**config.mk**
```make
export PLATFORM = sky130hd
export DESIGN_NAME = rtc_timekeeper
export DESIGN_NICKNAME = d
export VERILOG_FILES = /design/src/rtl/rtc_pkg.sv /design/src/rtl/mod_counter.sv /design/src/rtl/rtc_timekeeper.sv
export SDC_FILE = /design/constraint.sdc
export NUM_CORES = 1
export LEC_CHECK = 0
export BUFFER_PORTS_ARGS = -buffer_cell sky130_fd_sc_hd__buf_2
export CORE_ASPECT_RATIO = 1.4
export CORE_MARGIN = 8
export CORE_UTILIZATION = 50
export CTS_BUF_LIST = sky130_fd_sc_hd__clkbuf_16
export DETAILED_ROUTE_END_ITERATION = 16
export GPL_TIMING_DRIVEN = 0
export PLACE_DENSITY = 0.83
export SYNTH_ARGS = -nofsm -noshare
export SYNTH_HDL_FRONTEND = slang
export SYNTH_SLANG_ARGS = --single-unit
```
**constraint.sdc**
```tcl
create_clock -name clock -period 2.7 [get_ports clock]
set_input_delay 0.405 -clock clock [delete_from_list [all_inputs] [get_ports clock]]
set_output_delay 0.405 -clock clock [all_outputs]
set_load 0.01 [all_outputs]
```
**src/rtl/rtc_pkg.sv**
```systemverilog
// rtc_pkg
// Shared constants and helpers for the time-of-day core.
//   SEC_W/MIN_W/HOUR_W   : field widths of the sec/min/hour registers
//   SEC_MAX/MIN_MAX/HOUR_MAX : last legal value of each field
//   to_12h()             : maps a 24 h hour (0..23) to its 12 h display form (1..12)
package rtc_pkg;

   localparam int unsigned SEC_W  = 6;
   localparam int unsigned MIN_W  = 6;
   localparam int unsigned HOUR_W = 5;

   localparam logic [SEC_W-1:0]  SEC_MAX  = 6'd59;
   localparam logic [MIN_W-1:0]  MIN_MAX  = 6'd59;
   localparam logic [HOUR_W-1:0] HOUR_MAX = 5'd23;

   // 0 -> 12 (midnight), 13..23 -> 1..11, everything else unchanged
   function automatic logic [HOUR_W-1:0] to_12h(input logic [HOUR_W-1:0] h);
      logic [HOUR_W-1:0] r;
      if (h == '0)
         r = 5'd12;
      else if (h > 5'd12)
         r = h - 5'd12;
      else
         r = h;
      return r;
   endfunction

endpackage

```
**src/rtl/mod_counter.sv**
```systemverilog
// mod_counter
// Loadable modulo-(MAX+1) counter used for each time field.
//   clock  : system clock, posedge
//   reset  : synchronous, active-low
//   inc    : advance by one, wrapping MAX -> 0
//   ld     : write ld_val (takes priority over inc)
//   ld_val : value to load
//   q      : current count
//   carry  : combinational; high when inc is applied while q == MAX
module mod_counter #(
   parameter int unsigned     W   = 6,
   parameter logic [W-1:0]    MAX = '1
) (
   input  logic         clock,
   input  logic         reset,
   input  logic         inc,
   input  logic         ld,
   input  logic [W-1:0] ld_val,
   output logic [W-1:0] q,
   output logic         carry
);

   assign carry = inc && (q == MAX);

   always_ff @(posedge clock) begin
      if (!reset)
         q <= '0;
      else if (ld)
         q <= ld_val;
      else if (inc)
         q <= (q == MAX) ? '0 : q + W'(1);
   end

endmodule

```
**src/rtl/rtc_timekeeper.sv**
```systemverilog
// rtc_timekeeper
// Time-of-day core with 1 Hz prescaler, range-checked loads, hh:mm alarm and 12/24 h view.
//   clock, reset          : system clock (posedge), synchronous active-low reset
//   enable                : 1 = prescaler and time run, 0 = hold
//   load_sec/min/hour     : write data_sec/min/hour (out-of-range values rejected)
//   data_sec/min/hour     : load values (hour in 24 h form)
//   alarm_load            : latch alarm_min/alarm_hour
//   alarm_min/alarm_hour  : alarm time (24 h form, no range check)
//   alarm_en              : alarm armed
//   mode_12h              : select 12 h form for disp_hour
//   sec/min/hour          : current time
//   disp_hour, pm         : display hour and afternoon flag
//   tick_1hz              : pulse, time advanced on the previous edge
//   day_wrap              : pulse, 23:59:59 -> 00:00:00 occurred
//   alarm_hit             : pulse, new time equals alarm_hour:alarm_min:00
//   load_err              : pulse, a load carried an out-of-range value
module rtc_timekeeper
   import rtc_pkg::*;
#(
   parameter int unsigned TICK_DIV = 100_000_000,
   parameter int unsigned DIV_W    = $clog2(TICK_DIV)
) (
   input  logic              clock,
   input  logic              reset,
   input  logic              enable,
   input  logic              load_sec,
   input  logic              load_min,
   input  logic              load_hour,
   input  logic [SEC_W-1:0]  data_sec,
   input  logic [MIN_W-1:0]  data_min,
   input  logic [HOUR_W-1:0] data_hour,
   input  logic              alarm_load,
   input  logic [MIN_W-1:0]  alarm_min,
   input  logic [HOUR_W-1:0] alarm_hour,
   input  logic              alarm_en,
   input  logic              mode_12h,
   output logic [SEC_W-1:0]  sec,
   output logic [MIN_W-1:0]  min,
   output logic [HOUR_W-1:0] hour,
   output logic [HOUR_W-1:0] disp_hour,
   output logic              pm,
   output logic              tick_1hz,
   output logic              day_wrap,
   output logic              alarm_hit,
   output logic              load_err
);

   logic [DIV_W-1:0]  prescaler;
   logic [MIN_W-1:0]  al_min;
   logic [HOUR_W-1:0] al_hour;

   logic any_load, at_top, advance;
   logic sec_ok, min_ok, hour_ok, bad_load;
   logic sec_carry, min_carry, hour_carry;
   logic [MIN_W-1:0]  nxt_min;
   logic [HOUR_W-1:0] nxt_hour;
   logic alarm_match;

   assign any_load = load_sec || load_min || load_hour;
   assign at_top   = (prescaler == DIV_W'(TICK_DIV - 1));
   // A load cycle owns the time registers, so it also swallows a coinciding tick
   assign advance  = enable && at_top && !any_load;

   assign sec_ok   = (data_sec  <= SEC_MAX);
   assign min_ok   = (data_min  <= MIN_MAX);
   assign hour_ok  = (data_hour <= HOUR_MAX);
   assign bad_load = (load_sec && !sec_ok) || (load_min && !min_ok) || (load_hour && !hour_ok);

   mod_counter #(.W(SEC_W), .MAX(SEC_MAX)) u_sec (
      .clock(clock), .reset(reset), .inc(advance), .ld(load_sec && sec_ok),
      .ld_val(data_sec), .q(sec), .carry(sec_carry)
   );

   mod_counter #(.W(MIN_W), .MAX(MIN_MAX)) u_min (
      .clock(clock), .reset(reset), .inc(sec_carry), .ld(load_min && min_ok),
      .ld_val(data_min), .q(min), .carry(min_carry)
   );

   mod_counter #(.W(HOUR_W), .MAX(HOUR_MAX)) u_hour (
      .clock(clock), .reset(reset), .inc(min_carry), .ld(load_hour && hour_ok),
      .ld_val(data_hour), .q(hour), .carry(hour_carry)
   );

   // Alarm time always has sec == 0, so a match is only possible on a seconds carry;
   // compare against the minute/hour values the counters are about to take.
   always_comb begin
      nxt_min  = min;
      nxt_hour = hour;
      if (sec_carry)
         nxt_min = min_carry ? '0 : min + MIN_W'(1);
      if (min_carry)
         nxt_hour = hour_carry ? '0 : hour + HOUR_W'(1);
      alarm_match = alarm_en && sec_carry && (nxt_min == al_min) && (nxt_hour == al_hour);
   end

   always_ff @(posedge clock) begin
      if (!reset) begin
         prescaler <= '0;
         al_min    <= '0;
         al_hour   <= '0;
         tick_1hz  <= 1'b0;
         day_wrap  <= 1'b0;
         alarm_hit <= 1'b0;
         load_err  <= 1'b0;
      end else begin
         if (any_load)
            prescaler <= '0;
         else if (enable)
            prescaler <= at_top ? '0 : prescaler + DIV_W'(1);

         if (alarm_load) begin
            al_min  <= alarm_min;
            al_hour <= alarm_hour;
         end

         tick_1hz  <= advance;
         day_wrap  <= hour_carry;
         alarm_hit <= alarm_match;
         load_err  <= bad_load;
      end
   end

   assign disp_hour = mode_12h ? to_12h(hour) : hour;
   assign pm        = (hour >= 5'd12);

endmodule
```
==> run metrics, run 1 <==
placed inst area=3850 µm²; Hold WC Path Type=in -> reg; yosys warns=0; H-tree depth=3; Max stage delay on crit path=630 ps; Total Power=2.19 mW; Slew @ Worst Pin=814 ps; GRT Util Overall=0.199; Design Area, Final=4320 µm²; initial antenna violation count=0; CP Launch Type=register; TritonCTS buffer count=9; clock buffer depth=2; Routed WL=10.0 mm; Reg clk slew, reported paths=50 ps; hold slack=311 ps; CTS Root Cell=clkbuf_16; f_max=0.387 GHz; launching point of the worst reg2reg path=prescaler[0]; TritonCTS clock tree=built; post-layout minimum cycle time=2590 ps; Worst Skew=5.34 ps; antenna viol nets, final=0; hpwl dp=7.17 mm; CP endpoint=alarm_hit; largest net degree at the start of global routing=11; max-slew violation count=0; r2r setup slk=110 ps; R2R Path End=alarm_hit; Buf/Inv on CP=1; Synth top area share=0.345; synthesis-to-layout area growth=26.1%; # port buffers=62; CTS Hold Bufs=0; crit path from=prescaler[0]; pre-CTS WS=-304 ps; DR vias=3485; largest vdd supply drop=0.355 mV; first-pass GRT wire length=15.6 mm; fillers=528; number of remaining DRC errors=0; clock sinks=59; nature of the critical path endpoint=register; Post-Syn Instances=414; Antenna Cells=0; Synth area leaders=dfxtp_1 34%, nor2_1 6.5%, nand2_1 5.0%; final setup fails=0; status=complete, no violations; WP depth=9; Yosys reg bits=59; Crit Path Max Fanout=6; io pins=64; synthesized area=3420 µm²; fin worst setup slack=113 ps; Setup Crit Path Kind=reg -> reg; Synth cell types=56; Hold Fails Final Rpt=0; layout cells sized above 1=0.240; largest area contributor in the netlist=dfxtp_1; syn_area_per_cell=8.27 µm²; overall die width=85.9 µm; CP delay by family, top=simple AND/OR/NAND/NOR gates; Vias/cell=5.84; Period Utilization, post-route=0.958; EDFF count, synth=0; max-cap violations=0; core box area=6610 µm²; P per Cell Area=508 nW/µm²; Critical Path AT=2830 ps; Post-synth top cells=59 x dfxtp_1, 59 x nor2_1, 46 x nand2_1, 20 x o21ai_0, 18 x xor2_1; wire length per cell=16.8 µm; Die Footprint=9790 µm²; drt first-iter violations=242; number of global-route vias before repair=3345; Remaining Overflow, GRT=0; crit-path cells=ha_1 -> and4_1 -> buf_6 -> nand3_2 -> or4_4 -> nor4b_4 -> o21ai_1 -> a221o_1 -> nor4_2; Initial Util=0.518; post-synthesis sequential area ratio=0.345; async set or reset register ratio after synthesis=0; utilization after layout=0.653; later-pin clock latency in the skew report=330 ps; Req. time, crit path=2940 ps; LEAKAGE=1.80 nW; cells on worst reg2reg path=9; Syn Nets=459; Slew headroom=0.457; Die Ht=114 µm; CP max stage cell=or4_4; Main synth FF type=dfxtp_1; final net count=545; FP Rows=35; Routability Congestion=0.919; DR pass1 iterations=5
[layout by cell type, fill, tap and decap left out, types with 5 or more instances in the layout]
cell type	n
buf_2	63
nor2_1	59
dfxtp_1	53
nand2_1	45
o21ai_0	19
xor2_1	18
inv_1	17
a21oi_1	17
mux2i_1	17
nand3_1	15
buf_4	13
xnor2_1	12
and3_1	12
nand4_1	11
and2_1	9
clkbuf_16	9
and4_1	8
ha_1	6
clkbuf_1	5
nor3_1	5
a211oi_1	5
dfxtp_2	5
[final cells by class]
type,instances,area [µm²],area share
multi-input cells,329,2230,0.518
plain buffers,10,46.3,0.0107
repair buffers,75,408,0.0945
well taps,92,115,0.0267
clock buffers,9,225,0.0522
inverters,16,60.1,0.0139
flip-flops and latches,59,1190,0.276
clock inverters,7,36.3,0.00841
[sequential cells by signal, summed over array words and instances, names as in the netlist]
name / cells
u_min.q: 6
alarm_hit: 1
al_min: 6
al_hour: 5
load_err: 1
prescaler: 27
u_sec.q: 6
u_hour.q: 5
tick_1hz: 1
day_wrap: 1
[metrics by stage]
stage	setup TNS, ps	std cells
after global placement	-303	568
final	0	597
after CTS	0	585
after floorplan	0	414
after detailed placement	-304	568
after global routing	-46.4	597
[metal layers]
layer | track usage | vias up | routed length, µm
li1 | - | 1674 | -
met1 | 0.195 | 1649 | 3810
met2 | 0.370 | 128 | 5380
met3 | 0.0424 | 34 | 545
met4 | 0.121 | 0 | 309
met5 | 0 | - | 0
[worst min-delay path: cells and delay by family]
kind          cells  cell delay [ps]
simple gates      1               70
buf+inv           1               80
mux               1               50
[power breakdown]
group	internal, mW	switching, mW	total (mW)
Clock	0.605	0.391	0.996
Sequential	0.901	0.0419	0.943
Combinational	0.111	0.144	0.255
[cells by family after synthesis]
logic type	count (synthesis)	synth area share
adders and majority gates	8	0.0292
and+or+nand+nor	195	0.314
buffers and inverters	26	0.0292
DFF	59	0.345
muxes	18	0.0530
AOI/OAI and AO/OA	78	0.153
xor gates and xnor gates	30	0.0767
[worst min path at each step]
| stage | startpoint | end | slack (ps) | depth (start not counted) |
|---|---|---|---|---|
| final | alarm_hour[0] | al_hour[0] | 310 | 3 |
| after global routing | alarm_hour[4] | al_hour[4] | 330 | 3 |
| after CTS | alarm_hour[0] | al_hour[0] | 310 | 3 |
| after detailed placement | prescaler[23] | prescaler[23] | 490 | 2 |
| after global placement | prescaler[23] | prescaler[23] | 460 | 2 |
| after floorplan | prescaler[23] | prescaler[23] | 450 | 2 |
[what timing repair did]
item / 4_1_cts / 5_1_grt
buffers inserted: 1 / 12
gates resized for setup: 6 / 24
cloned: 0 / 0
endpoints found under the setup margin: 1 / 1
hold endpoints to repair: 0 / 0
pin swaps: 3 / 9
(Power assumes the default switching activity.)
==> run 2, diff against run 1 <==
--- a/config.mk
+++ b/config.mk
@@ -6,12 +6,13 @@
 export NUM_CORES = 1
 export LEC_CHECK = 0
 export BUFFER_PORTS_ARGS = -buffer_cell sky130_fd_sc_hd__buf_2
-export CORE_ASPECT_RATIO = 1.4
+export CORE_ASPECT_RATIO = 1.25
 export CORE_MARGIN = 8
 export CORE_UTILIZATION = 50
 export CTS_BUF_LIST = sky130_fd_sc_hd__clkbuf_16
 export DETAILED_ROUTE_END_ITERATION = 16
 export GPL_TIMING_DRIVEN = 0
+export MAX_ROUTING_LAYER = met4
 export PLACE_DENSITY = 0.83
 export SYNTH_ARGS = -nofsm -noshare
 export SYNTH_HDL_FRONTEND = slang
==> run metrics, run 2 (synthesis gave the netlist of run 1 again) <==
Critical Path AT=2810 ps; max FFs per register=27; later-pin clock latency in the skew report=320 ps; Setup Crit Path Kind=reg -> reg; Antenna Cells=0; DR pass1 iterations=5; Vias/cell=5.88; layout cells sized above 1=0.219; TritonCTS buffer count=9; io pins=64; Reg clk slew, reported paths=50 ps; number of global-route vias before repair=3391; Routed WL=9.59 mm; initial antenna violation count=0; largest net degree at the start of global routing=11; drt first-iter violations=242; leading cell type in the layout, fill and taps excluded=buf_2; # port buffers=62; most frequent cells in the layout=63 x buf_2, 59 x nor2_1, 55 x dfxtp_1; max-cap violations=0; Hold WC Path Type=in -> reg; first-pass GRT wire length=15.6 mm; largest vdd supply drop=0.464 mV; Worst Skew=4.26 ps; Design Area, Final=4280 µm²; Die Footprint=9770 µm²; CP Launch Type=register; wire length per cell=16.4 µm; nature of the critical path endpoint=register; Remaining Overflow, GRT=0; LEAKAGE=1.77 nW; Routability Congestion=0.899; overall die width=90.0 µm; TritonCTS clock tree=built; core box area=6610 µm²; placed inst area=3840 µm²; Total Power=2.37 mW; CTS Root Cell=clkbuf_16; Die Ht=109 µm; Largest Register=prescaler; final setup fails=0; CTS Hold Bufs=0; hpwl dp=6.82 mm; Slew headroom=0.469; P per Cell Area=554 nW/µm²; synthesis-to-layout area growth=24.9%; GRT Util Overall=0.199; clock sinks=59; antenna viol nets, final=0; Slew @ Worst Pin=797 ps; Hold Fails Final Rpt=0; f_max=0.389 GHz; Crit Path Max Fanout=7; Period Utilization, post-route=0.953; status=complete, no violations; Initial Util=0.518; number of remaining DRC errors=0; final net count=538; post-layout minimum cycle time=2570 ps; FP Rows=33; utilization after layout=0.647; Req. time, crit path=2940 ps; clock buffer depth=2; DR vias=3441; max-slew violation count=0; H-tree depth=3
-- run 2: what timing repair did --
item	CTS	global route
setup buffers	2	4
endpoints found under the setup margin	1	1
gates resized for setup	5	16
pin swaps	3	7
-- run 2: layout make-up --
type                            count  area (µm²)
Sequential cell                    59        1190
Multi-Input combinational cell    329        2210
Clock buffer                        9         225
Tap cell                           87         109
Timing Repair Buffer               68         359
Inverter                           16        60.1
Fill cell                         544        2330
Clock inverter                      7        83.8
Buffer                             10        42.5
-- run 2: path summary, 6_finish.rpt --
path                       from         to  slack, ps  depth (start not counted)
setup / recovery  prescaler[11]  alarm_hit        130                          7
hold / removal     alarm_min[4]  al_min[4]        320                          3
setup reg to reg  prescaler[11]  alarm_hit        130                          7
hold reg to reg       al_min[2]  al_min[2]        510                          2
-- run 2: critical path: stages (launching register included) --
cell	delay, ps
dfxtp_1	360
nor4_4	360
nand4_4	220
or4_4	650
nor4b_4	270
o21ai_1	100
a221o_1	320
nor4_2	200
-- run 2: power by group --
group,internal (mW),switching [mW]
Clock,0.795,0.386
Sequential,0.902,0.0411
Combinational,0.108,0.138
-- run 2: metal layers --
layer	track usage	share of wire	vias up
met1	0.197	0.39	1610
met2	0.348	0.50	135
met4	0.125	0.042	0
met5	-	0	-
li1	-	-	1667
met3	0.0506	0.063	29
-- run 2: stage by stage --
step                      TNS, ps  hold WS, ps  setup WS, ps  instances
after floorplan                 0          454          40.8        414
after global placement       -279          465          -279        563
after detailed placement     -262          501          -262        563
after CTS                       0          308          10.2        581
after global routing        -25.0          330         -25.0        585
final                           0          315           127        585
